===== config.mk =====
export PLATFORM = sky130hd
export DESIGN_NAME = du_fw_loader
export DESIGN_NICKNAME = d
export VERILOG_FILES = /design/src/rtl/du_fw_loader.sv
export SDC_FILE = /design/constraint.sdc
export NUM_CORES = 1
export LEC_CHECK = 0
export CAP_MARGIN = 20
export CORE_MARGIN = 1
export CORE_UTILIZATION = 40
export CTS_CLUSTER_SIZE = 14
export DETAILED_ROUTE_END_ITERATION = 6
export REMOVE_ABC_BUFFERS = 1
export SLEW_MARGIN = 20
export SYNTH_ARGS = -nofsm -noshare
export SYNTH_HDL_FRONTEND = slang
export SYNTH_SLANG_ARGS = --single-unit

===== constraint.sdc =====
create_clock -name clk -period 6.7 [get_ports clk]
set_input_delay 1.675 -clock clk [delete_from_list [all_inputs] [get_ports clk]]
set_output_delay 1.675 -clock clk [all_outputs]
set_load 0.02 [all_outputs]

===== src/rtl/du_fw_loader.sv =====
// du_fw_loader: debug-unit firmware loader (RX FIFO -> IMEM, ACK/NAK on TX).
// Optional inter-byte timeout: define DU_LOADER_TIMEOUT_EN.
module du_fw_loader #(
  parameter int NB_INSTRUCTION = 32,
  parameter int NB_UART_DATA   = 8,
  parameter int NB_IMEM_ADDR   = 10,
  parameter int MAX_WORDS      = 256
`ifdef DU_LOADER_TIMEOUT_EN
  , parameter int TIMEOUT_CYCLES = 50_000_000
`endif
) (
  input  logic                      clk,
  input  logic                      i_rst,
  input  logic                      i_start,
  input  logic                      i_rx_done,
  input  logic [NB_UART_DATA-1:0]   i_rx_data,
  input  logic                      i_tx_full,
  output logic                      o_rd,
  output logic                      o_wr,
  output logic [NB_UART_DATA-1:0]   o_wdata,
  output logic                      o_tx_start,
  output logic                      o_imem_we,
  output logic [NB_IMEM_ADDR-1:0]   o_imem_waddr,
  output logic [NB_INSTRUCTION-1:0] o_imem_wdata,
  output logic                      o_done
);

  localparam int BPW    = NB_INSTRUCTION / NB_UART_DATA;
  localparam int IDXW   = (BPW > 1) ? $clog2(BPW) : 1;
  localparam int NB_CNT = 2 * NB_UART_DATA;

  localparam logic [NB_UART_DATA-1:0] ACK = NB_UART_DATA'(8'h05);
  localparam logic [NB_UART_DATA-1:0] NAK = NB_UART_DATA'(8'h15);
  localparam logic [IDXW-1:0] LAST_IDX = IDXW'(BPW - 1);
  localparam logic [NB_IMEM_ADDR-1:0] ADDR_STEP = NB_IMEM_ADDR'(BPW);

  typedef enum logic [2:0] {
    S_IDLE,
    S_LEN_LO,
    S_LEN_HI,
    S_DATA,
    S_CHK,
    S_RESP,
    S_DONE
  } state_t;

  state_t                    state_q;
  logic [NB_CNT-1:0]         cnt_q;
  logic [NB_IMEM_ADDR-1:0]   addr_q;
  logic [IDXW-1:0]           idx_q;
  logic [NB_UART_DATA-1:0]   sum_q;
  logic [NB_INSTRUCTION-1:0] word_q;
  logic [NB_UART_DATA-1:0]   resp_q;
  logic                      imem_we_q;
  logic [NB_IMEM_ADDR-1:0]   imem_waddr_q;
  logic [NB_INSTRUCTION-1:0] imem_wdata_q;
  logic                      done_q;

`ifdef DU_LOADER_TIMEOUT_EN
  localparam int TMOW = (TIMEOUT_CYCLES > 2) ? $clog2(TIMEOUT_CYCLES) : 1;
  localparam logic [TMOW-1:0] TMO_LAST = TMOW'(TIMEOUT_CYCLES - 1);
  logic [TMOW-1:0] tmo_q;
`endif

  logic                      rx_en;
  logic                      pop;
  logic                      push;
  logic [NB_INSTRUCTION-1:0] word_d;
  logic [NB_UART_DATA-1:0]   sum_d;
  logic [NB_CNT-1:0]         len_d;

  // RX pop / TX push strobes and next-value helpers for the byte path
  always_comb begin
    rx_en  = (state_q == S_LEN_LO) || (state_q == S_LEN_HI) ||
             (state_q == S_DATA)   || (state_q == S_CHK);
    pop    = rx_en && i_rx_done;
    push   = (state_q == S_RESP) && !i_tx_full && i_start;
    word_d = word_q;
    word_d[int'(idx_q)*NB_UART_DATA +: NB_UART_DATA] = i_rx_data;
    sum_d  = sum_q + i_rx_data;
    len_d  = {i_rx_data, cnt_q[NB_UART_DATA-1:0]};
  end

  assign o_rd         = pop;
  assign o_wr         = push;
  assign o_tx_start   = push;
  assign o_wdata      = push ? resp_q : '0;
  assign o_imem_we    = imem_we_q;
  assign o_imem_waddr = imem_waddr_q;
  assign o_imem_wdata = imem_wdata_q;
  assign o_done       = done_q;

  // Frame FSM: length, data assembly, checksum, response, completion
  always_ff @(posedge clk) begin
    if (i_rst) begin
      state_q      <= S_IDLE;
      cnt_q        <= '0;
      addr_q       <= '0;
      idx_q        <= '0;
      sum_q        <= '0;
      word_q       <= '0;
      resp_q       <= '0;
      imem_we_q    <= 1'b0;
      imem_waddr_q <= '0;
      imem_wdata_q <= '0;
      done_q       <= 1'b0;
`ifdef DU_LOADER_TIMEOUT_EN
      tmo_q        <= '0;
`endif
    end else begin
      imem_we_q <= 1'b0;
      done_q    <= 1'b0;
      case (state_q)
        S_IDLE: begin
          if (i_start) begin
            addr_q  <= '0;
            idx_q   <= '0;
            sum_q   <= '0;
            state_q <= S_LEN_LO;
          end
        end
        S_LEN_LO: begin
          if (pop) begin
            cnt_q   <= {{NB_UART_DATA{1'b0}}, i_rx_data};
            state_q <= S_LEN_HI;
          end
        end
        S_LEN_HI: begin
          if (pop) begin
            cnt_q <= len_d;
            idx_q <= '0;
            if (len_d > NB_CNT'(MAX_WORDS)) begin
              resp_q  <= NAK;
              state_q <= S_RESP;
            end else if (len_d == '0) begin
              state_q <= S_CHK;
            end else begin
              state_q <= S_DATA;
            end
          end
        end
        S_DATA: begin
          if (pop) begin
            word_q <= word_d;
            sum_q  <= sum_d;
            idx_q  <= idx_q + IDXW'(1);
            if (idx_q == LAST_IDX) begin
              imem_we_q    <= 1'b1;
              imem_waddr_q <= addr_q;
              imem_wdata_q <= word_d;
              addr_q       <= addr_q + ADDR_STEP;
              cnt_q        <= cnt_q - NB_CNT'(1);
              if (cnt_q == NB_CNT'(1)) begin
                state_q <= S_CHK;
              end
            end
          end
        end
        S_CHK: begin
          if (pop) begin
            resp_q  <= (sum_d == '0) ? ACK : NAK;
            state_q <= S_RESP;
          end
        end
        S_RESP: begin
          if (push) begin
            if (resp_q == ACK) begin
              done_q  <= 1'b1;
              state_q <= S_DONE;
            end else begin
              addr_q  <= '0;
              sum_q   <= '0;
              idx_q   <= '0;
              state_q <= S_LEN_LO;
            end
          end
        end
        S_DONE: begin
          state_q <= S_IDLE;
        end
        default: begin
          state_q <= S_IDLE;
        end
      endcase
`ifdef DU_LOADER_TIMEOUT_EN
      if (rx_en && !pop) begin
        if (tmo_q == TMO_LAST) begin
          tmo_q   <= '0;
          resp_q  <= NAK;
          state_q <= S_RESP;
        end else begin
          tmo_q <= tmo_q + TMOW'(1);
        end
      end else begin
        tmo_q <= '0;
      end
`endif
      if (!i_start && state_q != S_DONE) begin
        state_q <= S_IDLE;
      end
    end
  end

endmodule


## Word-level counts from Yosys, hierarchy flattened

Index checks and enable logic that the tools add are counted.

- Flip-flop bits (word level): 123
- Output and inout port bits: 55

- Add/sub/neg operators: 5
- Magnitude comparators: 1
- Equality and inequality tests: 19
- Shift-type cells: 2
- Mux-type cells: 43
- Bitwise operators: 5
- Reduce and logical (&&, ||, !) cells: 29

Operators with widths:

| kind | number |
|---|---|
| $mux 16 | 4 |
| $mux 8 | 8 |
| $mux 10 | 5 |
| $pmux 16 s3 | 1 |
| $mux 3 | 11 |
| $neg 5->33 | 1 |
| $shift 8x33->32 const A | 1 |
| $shiftx 8x33->32 | 1 |
| $bwmux 32 | 1 |
| $pmux 10 s3 | 1 |
| $pmux 8 s3 | 1 |
| $pmux 3 s6 | 1 |
| $eq 16x1->1 const B | 1 |
| $gt 16x9->1 const B | 1 |
| $logic_not 16->1 | 1 |
| $pmux 8 s2 | 1 |
| $sub 16x1->16 const B | 1 |
| $reduce_and 5->1 | 3 |
| $ne 2x2->1 const B | 7 |
| $reduce_and 6->1 | 2 |
| $add 10x3->10 const B | 1 |
| $mux 2 | 5 |
| $add 8x8->8 | 1 |
| $eq 8x3->1 const B | 1 |
| 25 further kinds | 43 |

## Longest topological paths before layout

Gate-level depths: netlist of run 1.

- Word-level depth: 7
- Gate-level depth with buffers: 8
- Depth with buffers taken out: 7

## Least setup slack after synthesis of run 1

OpenSTA, ideal clock, no wires.

- Kind: input to output
- From: input i_tx_full
- To: output o_wdata[2]
- Arrival: 2,451 ps
- Path slack: 2,574 ps
- Stages on the path: 3
- Buffers on the path: 1
- Path through: and4bb_2 -> and3_1 -> buf_4

- Longest elaborated chain between the ends: 4

RTL lines:

| item | RTL line | source |
|---|---|---|
| start, declared | 17 | `input logic i_tx_full,` |
| $logic_not 1->1 | 77 | `push = (state_q == S_RESP) && !i_tx_full && i_start;` |
| $logic_and 1x1->1 (2 in a row) | 77 |  |
| $mux 8 | 87 | `assign o_wdata = push ? resp_q : '0;` |
| end, declared | 20 | `output logic [NB_UART_DATA-1:0] o_wdata,` |

Every way passes these cells.

## Worst setup path in the final report of run 1

- From: input i_start
- To: output o_wdata[0]

- Longest elaborated chain between the ends: 2

RTL lines:

| item | RTL line | source |
|---|---|---|
| start, declared | 14 | `input logic i_start,` |
| $logic_and 1x1->1 | 77 |  |
| $mux 8 | 87 |  |

Every way passes these cells.

==> flow_summary.yaml, run 1 <==
outcome:
  outcome: "finished clean"
clocking:
  cts_tree: "yes"
  clk_pin_slew_ns: 0.05
  cts_buffers: 17
  hold_buffers: 0
  root_buffer: "clkbuf_16"
  clk_latency_ns: 0.42
  cts_setup_buffers: 0
  cts_sinks: 113
  cts_resized: 0
  cts_buffer_depth: 2
  htree_levels: 4
setup_path:
  rrSetupSlack_ns: 3.49
  cp_common_cell: "clkdlybuf4s50_1"
  worst-path-max-fanout: 5
  cpPeakStageDelay_ns: 0.61
  r2r_cells: 6
  crit_type: "in -> out"
  crit_slowest_cell: "clkdlybuf4s50_1"
  cp_num_buf_inv: 2
  cp_top_family: "buffers and inverters"
  r2r_end: "o_imem_wdata[0]"
  cp-end-kind: "primary output"
  critPathLaunchType: "input pin"
  r2r-start: "state_q[0]"
  cp.required_ns: 5.03
  crit_arrival_ns: 3.38
  cp_cell_sequence: "clkdlybuf4s50_1 -> and4bb_2 -> and3_1 -> clkdlybuf4s50_1"
routing:
  route.met2.wl_um: 6930
  top_layer_used: "met4"
  drt_iter0_markers: 412
  wl_per_cell_um: 16.0
  drtPass1Iterations: 5
  wl_met3_um: 751
  wl_um: 14600
  postRouteAntennaNets: 0
  vias_per_cell: 5.55
  num_vias: 5070
  remaining_drc_errors: 0
  met1Wirelength_um: 6720
grt:
  gr-total-overflow: 0
  antenna_found_initial: 0
  track_usage_pct: 21.0
  first_global_vias: 4675
  grt_start_max_net_pins: 105
  grt_pass1_wl_um: 23800
final_layout:
  fill_cells: 1308
  diodes: 0
  fin_util_pct: 51.6
  areaGrowthSynthToFinish_pct: 23.6
  num-nets-final: 755
  drive_gt1_share_pct: 6.64
yosys:
  ys.flop_type: "dfxtp_1"
  synthTopCellsByCount: "113 x dfxtp_1, 112 x nor2_1, 76 x a211oi_1, 56 x a21oi_1"
  synth_most_common_cell: "dfxtp_1"
  synthTopCellsByArea: "dfxtp_1 40%, a211oi_1 10%, nor2_1 7.5%"
  ys.warnings.count: 0
  yosysTopAreaCell: "dfxtp_1"
  netlist_instances: 682
  synth_enable_flop_cells: 0
  synth_largest_type_area_fraction_pct: 40.3
  synth_cell_types: 63
  yosysSeqAreaShare_pct: 40.3
  async_reset_ff_share_pct: 0
  syn_area_um2: 5620
  synth.avg_cell_area_um2: 8.24
  yosys_register_bits: 113
placement:
  port_buffers: 60
  place_congestion: 0.823
  dp_hpwl_um: 9490
floorplan:
  ioPinCount: 68
  coreArea_um2: 13500
  fp.dieW_um: 121
  die_y_um: 121
  floorplan.initialDensity_pct: 41.8
  rows: 42
  fp.dieArea_um2: 14500
timing:
  slew_headroom_pct: 35.6
  setup_violations: 0
  setup_tns_ns: 0
  worst_pin_slew_ns: 0.959
  fin_crit_sh_pct: 75.5
  slew_viol_final: 0
  min_period_ns: 5.06
  hold_viol_final: 0
  max_clock_freq_mhz: 198
  grt_setup_unrepaired: "no"
  clock_skew_ns: 0.00710
min_path:
  hp-class: "reg -> reg"
  min_from: "o_imem_waddr[7]"
  hold_depth: 2
  hold_end: "o_imem_waddr[7]"
flow_run:
  drv_cap: 0
power_and_ir_drop:
  power_leakage_nw: 2.33
  power_density_nw_per_um2: 257
  power_mw: 1.79
  ir_drop_mv: 0.176
-- worst reg2reg max path: stages, from the launching register on --
cell      delay (ns)
dfxtp_1         0.77
nand3b_1        0.67
nor2_4          0.25
and2_2          0.63
buf_4           0.45
nor2_1          0.08
a211oi_1        0.26
-- layer usage --
layer  up-vias  GRT usage (%)
met3        18           5.38
met4         0           7.48
li1       2552              -
met2       139           34.3
met1      2361           26.8
met5         -              0
-- where the power goes --
| group | total [mW] | internal, mW | switching [mW] |
|---|---|---|---|
| sequential | 0.693 | 0.680 | 0.0125 |
| clock | 0.945 | 0.631 | 0.314 |
| combinational | 0.148 | 0.0534 | 0.0951 |
| total | 1.79 | 1.37 | 0.421 |
-- area by class of cell --
| cell class | instances | area [µm²] | share of cell area [%] |
|---|---|---|---|
| Multi-Input combinational cell | 511 | 3120 | 44.9 |
| Sequential cell | 113 | 2260 | 32.6 |
| Timing Repair Buffer | 68 | 678 | 9.77 |
| Clock buffer | 23 | 458 | 6.60 |
| Tap cell | 176 | 220 | 3.17 |
| Clock inverter | 9 | 156 | 2.25 |
| Inverter | 14 | 52.6 | 0.757 |
-- per-stage QoR --
| step | cells | setup slack (ns) | hold WS (ns) | area (µm²) |
|---|---|---|---|---|
| after global placement | 881 | 1.68 | 0.446 | 6300 |
| after CTS | 913 | 1.64 | 0.456 | 6910 |
| final | 914 | 1.64 | 0.454 | 6940 |
| after detailed placement | 881 | 1.65 | 0.449 | 6300 |
| after floorplan | 638 | 0.804 | 0.438 | 5420 |
| after global routing | 914 | 1.60 | 0.481 | 6940 |
-- worst max-delay path by stage --
stage	start	to	slack [ns]	depth (start not counted)
finish	i_start	o_wdata[0]	1.64	4
global route	i_start	o_wdata[0]	1.60	4
CTS	i_start	o_wdata[0]	1.64	4
detailed placement	i_start	o_wdata[2]	1.65	4
global placement	i_start	o_wdata[0]	1.68	4
floorplan	i_rx_done	o_imem_wdata[0]	0.80	5
-- cells by family after synthesis --
family / count (synthesis) / share of synthesized area [%]
adders and majority gates: 17 / 3.92
DFF: 113 / 40.3
xor gates and xnor gates: 13 / 2.03
AOI/OAI and AO/OA: 217 / 26.0
buffers and inverters: 64 / 4.94
and+or+nand+nor: 255 / 22.4
muxes: 2 / 0.379
other: 1 / 0.0667
-- layout by cell type, fill, tap and decap left out, types with 3 or more instances in the layout --
cell and count:
clkinvlp_4 3, a31oi_1 9, clkdlybuf4s50_1 59, and3_1 5
clkbuf_1 5, nand2b_1 7, clkbuf_16 17, bufinv_16 4
nand2_1 36, nand4_1 3, or4_1 3, a21oi_1 56
o31ai_1 3, a22oi_1 16, inv_1 14, a2111oi_0 5
xnor2_1 10, a211oi_1 75, dfxtp_1 113, ha_1 16
o21a_1 3, nor3b_1 7, a32o_1 3, conb_1 7
xor2_1 3, o21ai_0 23, o2111ai_1 3, nor2b_1 36
nand3_1 7, buf_4 8, a21o_1 5, nor2_1 111
nor4_1 6, nor3_1 14
-- sequential cells by signal, indices dropped and copies added (netlist names), 2 cells and up --
name          cells
o_imem_wdata     32
o_imem_waddr      8
sum_q             8
state_q           3
addr_q            8
idx_q             2
resp_q            2
cnt_q            16
word_q           32
(Power assumes the default switching activity.)
==> run 2: changes to the inputs <==
clock period = 5.25 ns   (was 6.7 ns; I/O delays follow)
==> flow_summary.yaml, run 2 (synthesis results as in run 1) <==
floorplan:
  coreArea_um2: 13500
  fp.dieW_um: 121
  floorplan.initialDensity_pct: 41.8
  rows: 42
  fp.dieArea_um2: 14500
  ioPinCount: 68
  die_y_um: 121
clocking:
  cts_setup_buffers: 0
  clk_pin_slew_ns: 0.05
  cts_buffers: 17
  htree_levels: 4
  root_buffer: "clkbuf_16"
  clk_latency_ns: 0.41
  cts_buffer_depth: 2
  cts_resized: 0
  hold_buffers: 0
  cts_tree: "yes"
  cts_sinks: 113
routing:
  remaining_drc_errors: 0
  num_vias: 5120
  wl_um: 14800
  wl_per_cell_um: 16.2
  postRouteAntennaNets: 0
  drtPass1Iterations: 5
  vias_per_cell: 5.60
  drt_iter0_markers: 386
timing:
  worst_pin_slew_ns: 1.05
  max_clock_freq_mhz: 231
  hold_viol_final: 0
  min_period_ns: 4.33
  slew_viol_final: 0
  setup_violations: 0
  slew_headroom_pct: 29.9
  grt_setup_unrepaired: "no"
  clock_skew_ns: 0.00482
  fin_crit_sh_pct: 82.5
setup_path:
  critPathLaunchType: "input pin"
  cpPeakStageDelay_ns: 0.61
  r2r_cells: 6
  cp_common_cell: "clkdlybuf4s50_1"
  rrSetupSlack_ns: 1.99
  worst-path-max-fanout: 5
  r2r_end: "o_imem_wdata[19]"
  cp-startpoint: "i_start"
  cp_cell_sequence: "clkdlybuf4s50_1 -> and4bb_2 -> and3_1 -> clkdlybuf4s50_1"
  crit_type: "in -> out"
  r2r-start: "state_q[0]"
  cp-endpoint: "o_wdata[2]"
  cp_top_family: "buffers and inverters"
  crit_arrival_ns: 3.02
  cp_num_buf_inv: 2
  crit_slowest_cell: "clkdlybuf4s50_1"
  cp.required_ns: 3.94
  cp-end-kind: "primary output"
  path_depth: 4
final_layout:
  final_common_cell: "dfxtp_1"
  final_cell_mix: "113 x dfxtp_1, 111 x nor2_1, 76 x a211oi_1"
  final_area_um2: 6890
  num-nets-final: 755
  final_cells: 914
  areaGrowthSynthToFinish_pct: 22.6
  drive_gt1_share_pct: 6.78
  diodes: 0
grt:
  gr-total-overflow: 0
  track_usage_pct: 21.3
  grt_start_max_net_pins: 75
  antenna_found_initial: 0
  grt_pass1_wl_um: 24200
  first_global_vias: 4770
placement:
  port_buffers: 60
  place_area_um2: 6300
  dp_hpwl_um: 9580
  place_congestion: 0.810
  place_inst: 882
power_and_ir_drop:
  ir_drop_mv: 0.219
  power_density_nw_per_um2: 320
  power_leakage_nw: 2.31
flow_run:
  drv_cap: 0
outcome:
  outcome: "finished clean"
min_path:
  hp-class: "reg -> reg"
run 2: metrics by stage:
step           total power, mW  util [%]  setup slack, ns  TNS, ns  hold WS [ns]
2_1_floorplan             1.01         -           -0.283   -10.99         0.438
3_3_place_gp              1.08      46.9            0.963        0         0.445
3_5_place_dp              1.09      46.9            0.932        0         0.449
4_1_cts                   2.22      51.2            0.922        0         0.456
5_1_grt                   2.29      51.2            0.865        0         0.471
6_report                  2.20      51.2            0.918        0         0.452
run 2: power breakdown:
group          switching, mW  total (mW)  internal [mW]  leakage [nW]
clock network          0.397        1.13          0.733         0.279
registers             0.0155       0.884          0.868         0.911
logic                  0.121       0.188         0.0663          1.12
total                  0.534        2.20           1.67          2.31
run 2: metal layers:
metal	GRT usage (%)	vias up	share of wire, %
met5	0	-	0
met1	27.4	2394	46
met2	34.0	143	46
li1	-	2557	-
met4	9.80	0	2.3
met3	4.81	26	5.5
run 2: worst min path at each step:
| stage | from | depth (start not counted) | endpoint | slack (ns) |
|---|---|---|---|---|
| final | o_imem_waddr[8] | 2 | o_imem_waddr[8] | 0.45 |
| after global routing | o_imem_waddr[3] | 2 | o_imem_waddr[3] | 0.47 |
| after CTS | o_imem_waddr[8] | 2 | o_imem_waddr[8] | 0.46 |
| after detailed placement | o_imem_waddr[8] | 2 | o_imem_waddr[8] | 0.45 |
| after global placement | o_imem_waddr[3] | 2 | o_imem_waddr[3] | 0.45 |
| after floorplan | addr_q[9] | 2 | o_imem_waddr[9] | 0.44 |
run 2: worst register-to-register path, stage by stage, from the launching register on:
cell and delay [ns]:
dfxtp_1 0.76, nand3b_1 0.68, nor2_4 0.25, and2_2 0.81, buf_4 0.38, nor2_1 0.06
a211oi_1 0.23
run 2: final cells by class:
type,count,area (µm²)
clock buffers,23,478
clock inverters,9,106
fillers,1313,6570
inverters,14,52.6
multi-input cells,511,3110
flip-flops and latches,113,2260
well taps,176,220
repair buffers,68,658
